==> src/rtl/conv_pe_array.sv <==
// Multi-filter convolution engine: K-tap sliding window over a pixel stream,
// dot product against NPE stored filters, results drained one channel per handshake.
module conv_pe_array #(
  parameter int DW     = 8,
  parameter int K      = 16,
  parameter int NPE    = 4,
  parameter int STRIDE = 1,
  parameter int SIGNED = 0,
  parameter int ACCW   = 2*DW + $clog2(K)
) (
  input  logic                                  clk,
  input  logic                                  rst,
  input  logic                                  flt_wr_en,
  input  logic [((NPE > 1) ? $clog2(NPE) : 1)-1:0] flt_sel,
  input  logic [$clog2(K)-1:0]                  flt_addr,
  input  logic [DW-1:0]                         flt_data,
  output logic                                  flt_busy,
  input  logic                                  clr,
  input  logic                                  pix_valid,
  output logic                                  pix_ready,
  input  logic [DW-1:0]                         pix_data,
  output logic                                  res_valid,
  input  logic                                  res_ready,
  output logic [ACCW-1:0]                       res_data,
  output logic [((NPE > 1) ? $clog2(NPE) : 1)-1:0] res_ch
);

  localparam int SW = (NPE > 1) ? $clog2(NPE) : 1;
  localparam int AW = $clog2(K);
  localparam int CW = $clog2(K + 1);

  typedef enum logic [1:0] {LOAD, MAC, DRAIN} state_t;

  state_t            state_q, state_d;
  logic [CW-1:0]     filled_q, filled_d;
  logic [CW-1:0]     need_q, need_d;
  logic [AW-1:0]     k_q, k_d;
  logic [SW-1:0]     ch_q, ch_d;
  logic [ACCW-1:0]   acc_q [NPE];
  logic [ACCW-1:0]   acc_d [NPE];
  logic [DW-1:0]     flt_q [NPE][K];
  logic [DW-1:0]     flt_d [NPE][K];
  logic [DW-1:0]     win_q [K];
  logic [DW-1:0]     win_d [K];

  // Product extended to accumulator width; sign-extended only in signed mode.
  function automatic logic [ACCW-1:0] mul_ext(input logic [DW-1:0] a, input logic [DW-1:0] b);
    logic signed [2*DW-1:0] sp;
    logic [2*DW-1:0]        up;
    sp = $signed(a) * $signed(b);
    up = a * b;
    if (SIGNED != 0) mul_ext = {{(ACCW-2*DW){sp[2*DW-1]}}, sp};
    else             mul_ext = {{(ACCW-2*DW){1'b0}}, up};
  endfunction

  always_comb begin
    state_d   = state_q;
    filled_d  = filled_q;
    need_d    = need_q;
    k_d       = k_q;
    ch_d      = ch_q;
    acc_d     = acc_q;
    flt_d     = flt_q;
    win_d     = win_q;
    pix_ready = 1'b0;
    res_valid = 1'b0;
    res_data  = '0;
    res_ch    = ch_q;
    flt_busy  = (state_q != LOAD);

    case (state_q)
      LOAD: begin
        pix_ready = !rst && !clr;
        // Write lands before the window completes, so the next MAC sees it.
        if (flt_wr_en && (32'(flt_sel) < NPE) && (32'(flt_addr) < K))
          flt_d[flt_sel][flt_addr] = flt_data;
        if (clr) begin
          filled_d = '0;
          need_d   = CW'(K);
        end else if (pix_valid) begin
          for (int i = 0; i < K-1; i++) win_d[i] = win_q[i+1];
          win_d[K-1] = pix_data;
          filled_d   = filled_q + CW'(1);
          if (filled_d == need_q) begin
            for (int p = 0; p < NPE; p++) acc_d[p] = '0;
            k_d     = '0;
            state_d = MAC;
          end
        end
      end
      MAC: begin
        for (int p = 0; p < NPE; p++)
          acc_d[p] = acc_q[p] + mul_ext(win_q[k_q], flt_q[p][k_q]);
        k_d = k_q + AW'(1);
        if (k_q == AW'(K-1)) begin
          k_d     = '0;
          ch_d    = '0;
          state_d = DRAIN;
        end
      end
      DRAIN: begin
        res_valid = 1'b1;
        res_data  = acc_q[ch_q];
        if (res_ready) begin
          if (ch_q == SW'(NPE-1)) begin
            ch_d     = '0;
            filled_d = '0;
            need_d   = CW'(STRIDE);
            state_d  = LOAD;
          end else begin
            ch_d = ch_q + SW'(1);
          end
        end
      end
      default: state_d = LOAD;
    endcase
  end

  always_ff @(posedge clk) begin
    if (rst) begin
      state_q  <= LOAD;
      filled_q <= '0;
      need_q   <= CW'(K);
      k_q      <= '0;
      ch_q     <= '0;
      for (int p = 0; p < NPE; p++) begin
        acc_q[p] <= '0;
        for (int i = 0; i < K; i++) flt_q[p][i] <= '0;
      end
      for (int i = 0; i < K; i++) win_q[i] <= '0;
    end else begin
      state_q  <= state_d;
      filled_q <= filled_d;
      need_q   <= need_d;
      k_q      <= k_d;
      ch_q     <= ch_d;
      acc_q    <= acc_d;
      flt_q    <= flt_d;
      win_q    <= win_d;
    end
  end

endmodule

==> config.mk <==
export PLATFORM = sky130hd
export DESIGN_NAME = conv_pe_array
export DESIGN_NICKNAME = d
export VERILOG_FILES = /design/src/rtl/conv_pe_array.sv
export SDC_FILE = /design/constraint.sdc
export NUM_CORES = 2
export LEC_CHECK = 0
export BUFFER_PORTS_ARGS = -buffer_cell sky130_fd_sc_hd__buf_2
export CAP_MARGIN = 20
export CORE_MARGIN = 8
export CORE_UTILIZATION = 58
export DETAILED_ROUTE_END_ITERATION = 16
export GPL_TIMING_DRIVEN = 0
export HOLD_SLACK_MARGIN = 0.15
export PLACE_DENSITY_LB_ADDON = 0.1
export SLEW_MARGIN = 5
export SYNTH_ARGS = -nofsm -noshare
export SYNTH_HDL_FRONTEND = slang
export SYNTH_SLANG_ARGS = --single-unit
export TNS_END_PERCENT = 50
==> constraint.sdc <==
create_clock -name clk -period 8.6 [get_ports clk]
set_input_delay 1.29 -clock clk [delete_from_list [all_inputs] [get_ports clk]]
set_output_delay 1.29 -clock clk [all_outputs]
set_load 0.01 [all_outputs]
Word level (Yosys, flattened, before mapping)
Cells that the tools add are included.

Add/sub/neg operators: 7. Multiply operators: 4. Order comparisons: 6. Eq/ne operators: 13. Multiplexer cells: 59. Bitwise operators: 5. Reduce and logical (&&, ||, !) cells: 17.

Operator list (number): bitwise mux 512 bit (1); demux 128 bit (select 2 bit) (1); 2-to-1 mux 80 bit (3); binary-select mux 8 bit (select 4 bit) (5); case mux 80 bit (2 select lines) (1); 2-to-1 mux 20 bit (7); 2-to-1 mux 128 bit (1); 2-to-1 mux 8 bit (11); adder 20 bit (4); multiplier 8 x 8 -> 16 bit (4); binary-select mux 20 bit (select 2 bit) (1); 2-to-1 mux 5 bit (7); demux 8 bit (select 4 bit) (1); case mux 5 bit (2 select lines) (2); 2-to-1 mux 2 bit (9); 2-to-1 mux 4 bit (4); inequality test 2 bit (second input constant) (7); AND reduction 4 bit (3); greater-or-equal comparator 5 bit (second input constant) (2); NOT 4 -> 5 bit (2); case mux 4 bit (2 select lines) (1); nonzero test 2 bit (4); greater-or-equal comparator 3 bit (second input constant) (2); NOT 2 -> 3 bit (2); other kinds (20) (26).

Register bits: 738. Input bits: 28. Output and inout port bits: 25.

Longest topological paths before layout
Depth in word-level cells: 8. Gate-level depth with buffers: 34. Mapped depth without buffers: 30.

Worst setup path after synthesis
Ideal clock, no wire load.

Path type: reg-to-reg. From: reg k_q[0]. To: reg acc_q[58] (netlist name). Arrival time: 6.866 ns. Required time: 8.479 ns. Setup slack: 1.613 ns. Stages on the path, launching flop included: 30. Path buffers: 4. Period minus slack after synthesis: 6.987 ns. Path through: dfxtp_1 buf_4 buf_4 buf_2 mux4_2 a22oi_1 nand2_1 and2_1 fa_1 inv_1 fa_1 inv_1 fa_1 inv_1 fa_1 inv_1 ha_1 o311a_1 a41o_1 nor2_1 xnor2_1 ha_1 clkbuf_1 a21o_1 a21o_1 a21oi_1 nor2b_1 a211o_1 nand4_1 mux2_2.

Word-level cells in the longest chain between the ends: 8. Elaborated cells between the ends (all ways): 11. Classes of those cells: 1 x add/sub; 1 x mul; 8 x mux; 1 x bitwise.

Ends and longest elaborated chain: start: declaration (line 37) `logic [AW-1:0] k_q, k_d;`; start signal: assignment (line 135) `k_q <= k_d;`; NOT 4 -> 5 bit (implied by the code) * (line 93) `acc_d[p] = acc_q[p] + mul_ext(win_q[k_q], flt_q[p][k_q]);`; binary-select mux 8 bit (select 4 bit) (line 93); 2-to-1 mux 8 bit (implied by the code) (2 in series) (line 93); multiplier 8 x 8 -> 16 bit * (line 51) `up = a * b;`; 2-to-1 mux 20 bit * (line 71) `case (state_q)`; adder 20 bit * (line 93); case mux 80 bit (2 select lines) * (line 71); end signal: indexed assignment (line 127) `acc_q[p] <= '0;`; end signal: assignment (line 137) `acc_q <= acc_d;`; end: declaration (line 39) `logic [ACCW-1:0] acc_q [NPE];`.

Every way passes the cells marked *; elsewhere a longest branch is shown, timed or not. The select of a mux whose other input is x is not followed. A chain may end at the register's enable or synchronous reset.

Worst setup path in the final report
From: reg k_q[0]. To: reg acc_q[59] (netlist name).

Same word-level chain as after synthesis.

==> impl_metrics.env <==
export IMPL_ys_ff_latch=735
export IMPL_clock_skew_ns=0.0477
export IMPL_design_core_area_um2=74200
export IMPL_relSlewSlack_pct=19.7
export IMPL_postPlaceCellArea_um2=44800
export IMPL_initial_utilization_pct=58.5
export IMPL_max_stage_delay_ns=0.52
export IMPL_worstPathArrival_ns=8.77
export IMPL_syn_avg_cell_area_um2=9.28
export IMPL_setup_viol=0
export IMPL_cts_sinks=735
export IMPL_hpwl_um=99300
export IMPL_grt_pass1_wl_um=202000
export IMPL_fin_nets=5193
export IMPL_die_y_um=289
export IMPL_ant_nets=0
export IMPL_clkTransAtPathRegs_ns=0.06
export IMPL_start_kind="register"
export IMPL_cts_tree="yes"
export IMPL_design_area_um2=47800
export IMPL_die_w_um=289
export IMPL_portBuffers=44
export IMPL_layout_min_cycle_time_ns=8.28
export IMPL_ys_seq_area_share_pct=33.9
export IMPL_maxSlewViolCount=0
export IMPL_drc=0
export IMPL_p_leak_nw=21.1
export IMPL_post_route_util_pct=64.5
export IMPL_synth_top_area_share_pct=33.9
export IMPL_first_global_vias=34000
export IMPL_grt_usage_pct=31.4
export IMPL_hold_class="reg2reg"
export IMPL_ys_types=68
export IMPL_post_drt_via_cell_ratio=6.02
export IMPL_htree_levels=3
export IMPL_cts_root_buf="clkbuf_16"
export IMPL_status="complete, no violations"
export IMPL_critPathMaxFanout=10
export IMPL_cp_slowest_cell="fa_1"
export IMPL_syn_to_final_growth_pct=10.2
export IMPL_tightest_slew_ns=1.20
export IMPL_vias=35100
export IMPL_cts_buffers=81
export IMPL_drive_above_1_share_pct=9.24
export IMPL_firstDrtPassIters=6
export IMPL_fmax_mhz=121
export IMPL_synth_async_reset_ratio_pct=0
export IMPL_synth_edf_count=0
export IMPL_clk_latency_ns=0.66
export IMPL_synth_ff_type="dfxtp_1"
export IMPL_clockBufferDepth=3
export IMPL_finalWeightedCongestion=0.981
export IMPL_num_rows=100
export IMPL_ys_top_cells_by_area="dfxtp_1 (34%), mux2i_1 (15%), fa_1 (6.8%), ha_1 (6.2%), nor2_1 (5.6%)"
export IMPL_maxCapViolations=0
export IMPL_num_antenna_cells=0
export IMPL_fin_crit_sh_pct=96.3
export IMPL_routed_wl_um=133000
export IMPL_antenna_found_initial=4
export IMPL_synth_top_area_cell="dfxtp_1"
export IMPL_worstPathRequired_ns=9.09
export IMPL_ir_worst_vdd_uv=156
export IMPL_postSynthCellCount=4673
export IMPL_mappedNetlistNets=5064
export IMPL_ctsResizeCount=15
export IMPL_drt_iter0_markers=3512
export IMPL_ios=53
export IMPL_cp_end_kind="register"
export IMPL_hold_buffers=0
export IMPL_path_class="reg2reg"
export IMPL_hold_viol=0
export IMPL_grt_overflow=0
export IMPL_die_area_um2=83800
export IMPL_ys_warn_count=0
export IMPL_grt_max_degree=14
export IMPL_p_per_area_nw_per_um2=154
export IMPL_cts_setup_buffers=0
export IMPL_syn_area_um2=43400
export IMPL_routedWlPerCell_um=22.8
==> synthesized netlist by cell type, types with 6 or more instances <==
library cell	n
nor3_1	21
nand4_1	10
mux2_2	41
a21o_1	38
mux2i_1	634
o21a_1	13
nand3_1	32
a22oi_1	70
and2_1	232
mux4_2	100
a22o_1	23
a211oi_1	11
o21ai_0	127
clkbuf_1	216
buf_2	31
nor2_1	642
nand2b_1	24
or3_1	12
a211o_1	7
nor2b_1	21
nor2_2	22
and3_1	14
o21bai_1	10
ha_1	215
xor2_1	34
a221oi_1	40
a21oi_1	274
dfxtp_1	735
xnor2_1	73
buf_1	25
nand2_1	439
inv_1	239
buf_4	16
nor2_8	9
or2_2	6
fa_1	148
==> area by class of cell <==
class | count | area [µm²]
multi-input cells | 3407 | 26600
fillers | 6251 | 26400
flip-flops and latches | 735 | 14700
clock buffers | 123 | 2450
plain buffers | 290 | 1290
well taps | 969 | 1210
inverters | 239 | 897
clock inverters | 26 | 407
repair buffers | 48 | 269
==> critical path: cells and delay by family, from the launching register on <==
family / cells / cell delay (ns)
adders and majority gates: 6 / 2.53
AOI/OAI and AO/OA: 8 / 2.32
buffers and inverters: 7 / 0.99
and+or+nand+nor: 5 / 0.86
xor gates and xnor gates: 2 / 0.68
muxes: 1 / 0.40
DFF: 1 / 0.34
==> final timing paths <==
check / start / end / slack [ns] / depth (start not counted)
worst max register to register: k_q[0]$_SDFFE_PP0P_ / acc_q[59]$_SDFFE_PP0P_ / 0.32 / 29
worst max-delay path: k_q[0]$_SDFFE_PP0P_ / acc_q[59]$_SDFFE_PP0P_ / 0.32 / 29
worst min-delay path: win_q[124]$_SDFFE_PP0P_ / win_q[124]$_SDFFE_PP0P_ / 0.45 / 2
worst min register to register: win_q[124]$_SDFFE_PP0P_ / win_q[124]$_SDFFE_PP0P_ / 0.45 / 2
==> layout by cell type, fill, tap and decap left out, types with 34 or more instances in the layout <==
| cell type | instances |
|---|---|
| inv_1 | 239 |
| clkbuf_16 | 82 |
| clkbuf_1 | 207 |
| a21o_1 | 38 |
| mux4_2 | 100 |
| xor2_1 | 34 |
| mux2_2 | 41 |
| fa_1 | 148 |
| ha_1 | 215 |
| a21oi_1 | 273 |
| a22oi_1 | 70 |
| o21ai_0 | 124 |
| nand2_1 | 436 |
| and2_1 | 232 |
| buf_2 | 67 |
| mux2i_1 | 634 |
| a221oi_1 | 40 |
| xnor2_1 | 71 |
| nor2_1 | 642 |
| dfxtp_1 | 735 |
==> per-stage QoR <==
stage	worst slack (ns)	TNS [ns]	instances	hold slack, ns	power [mW]
3_3_place_gp	-0.485	-3.54	5686	0.438	3.74
6_report	0.315	0	5837	0.454	7.38
3_5_place_dp	-0.300	-1.38	5688	0.447	3.74
2_1_floorplan	1.61	0	4673	0.433	3.65
4_1_cts	0.00230	0	5837	0.455	7.39
5_1_grt	-0.00704	-0.00704	5837	0.474	7.54
==> state kept, by name (all words and copies together), names as in the netlist <==
name / count
filled_q: 5
acc_q: 80
res_ch: 2
k_q: 4
need_q: 2
state_q: 2
win_q: 128
flt_q: 512
==> cell families (layout without fill, tap and decap cells) <==
| group | count (synthesis) | after routing | synth area share, % |
|---|---|---|---|
| XOR/XNOR | 107 | 107 | 2.16 |
| AO/OA/AOI/OAI | 663 | 663 | 9.52 |
| adder cells (fa/ha/maj) | 363 | 363 | 13.0 |
| AND/OR/NAND/NOR | 1499 | 1499 | 15.6 |
| multiplexers | 775 | 775 | 20.9 |
| buffers and inverters | 531 | 726 | 4.89 |
| flip-flops | 735 | 735 | 33.9 |
==> layer usage <==
layer  track usage (%)  share of wire (%)
met5                 0              0.015
met4              10.5                3.6
met3              6.19                9.0
met2              48.8                 44
met1              43.5                 43
==> where the power goes <==
part,switching (mW),internal [mW]
Clock,1.51,2.19
Sequential,0.00743,3.42
Combinational,0.197,0.0513
Total,1.72,5.66
Note: power is estimated with default switching activity, not from simulation.
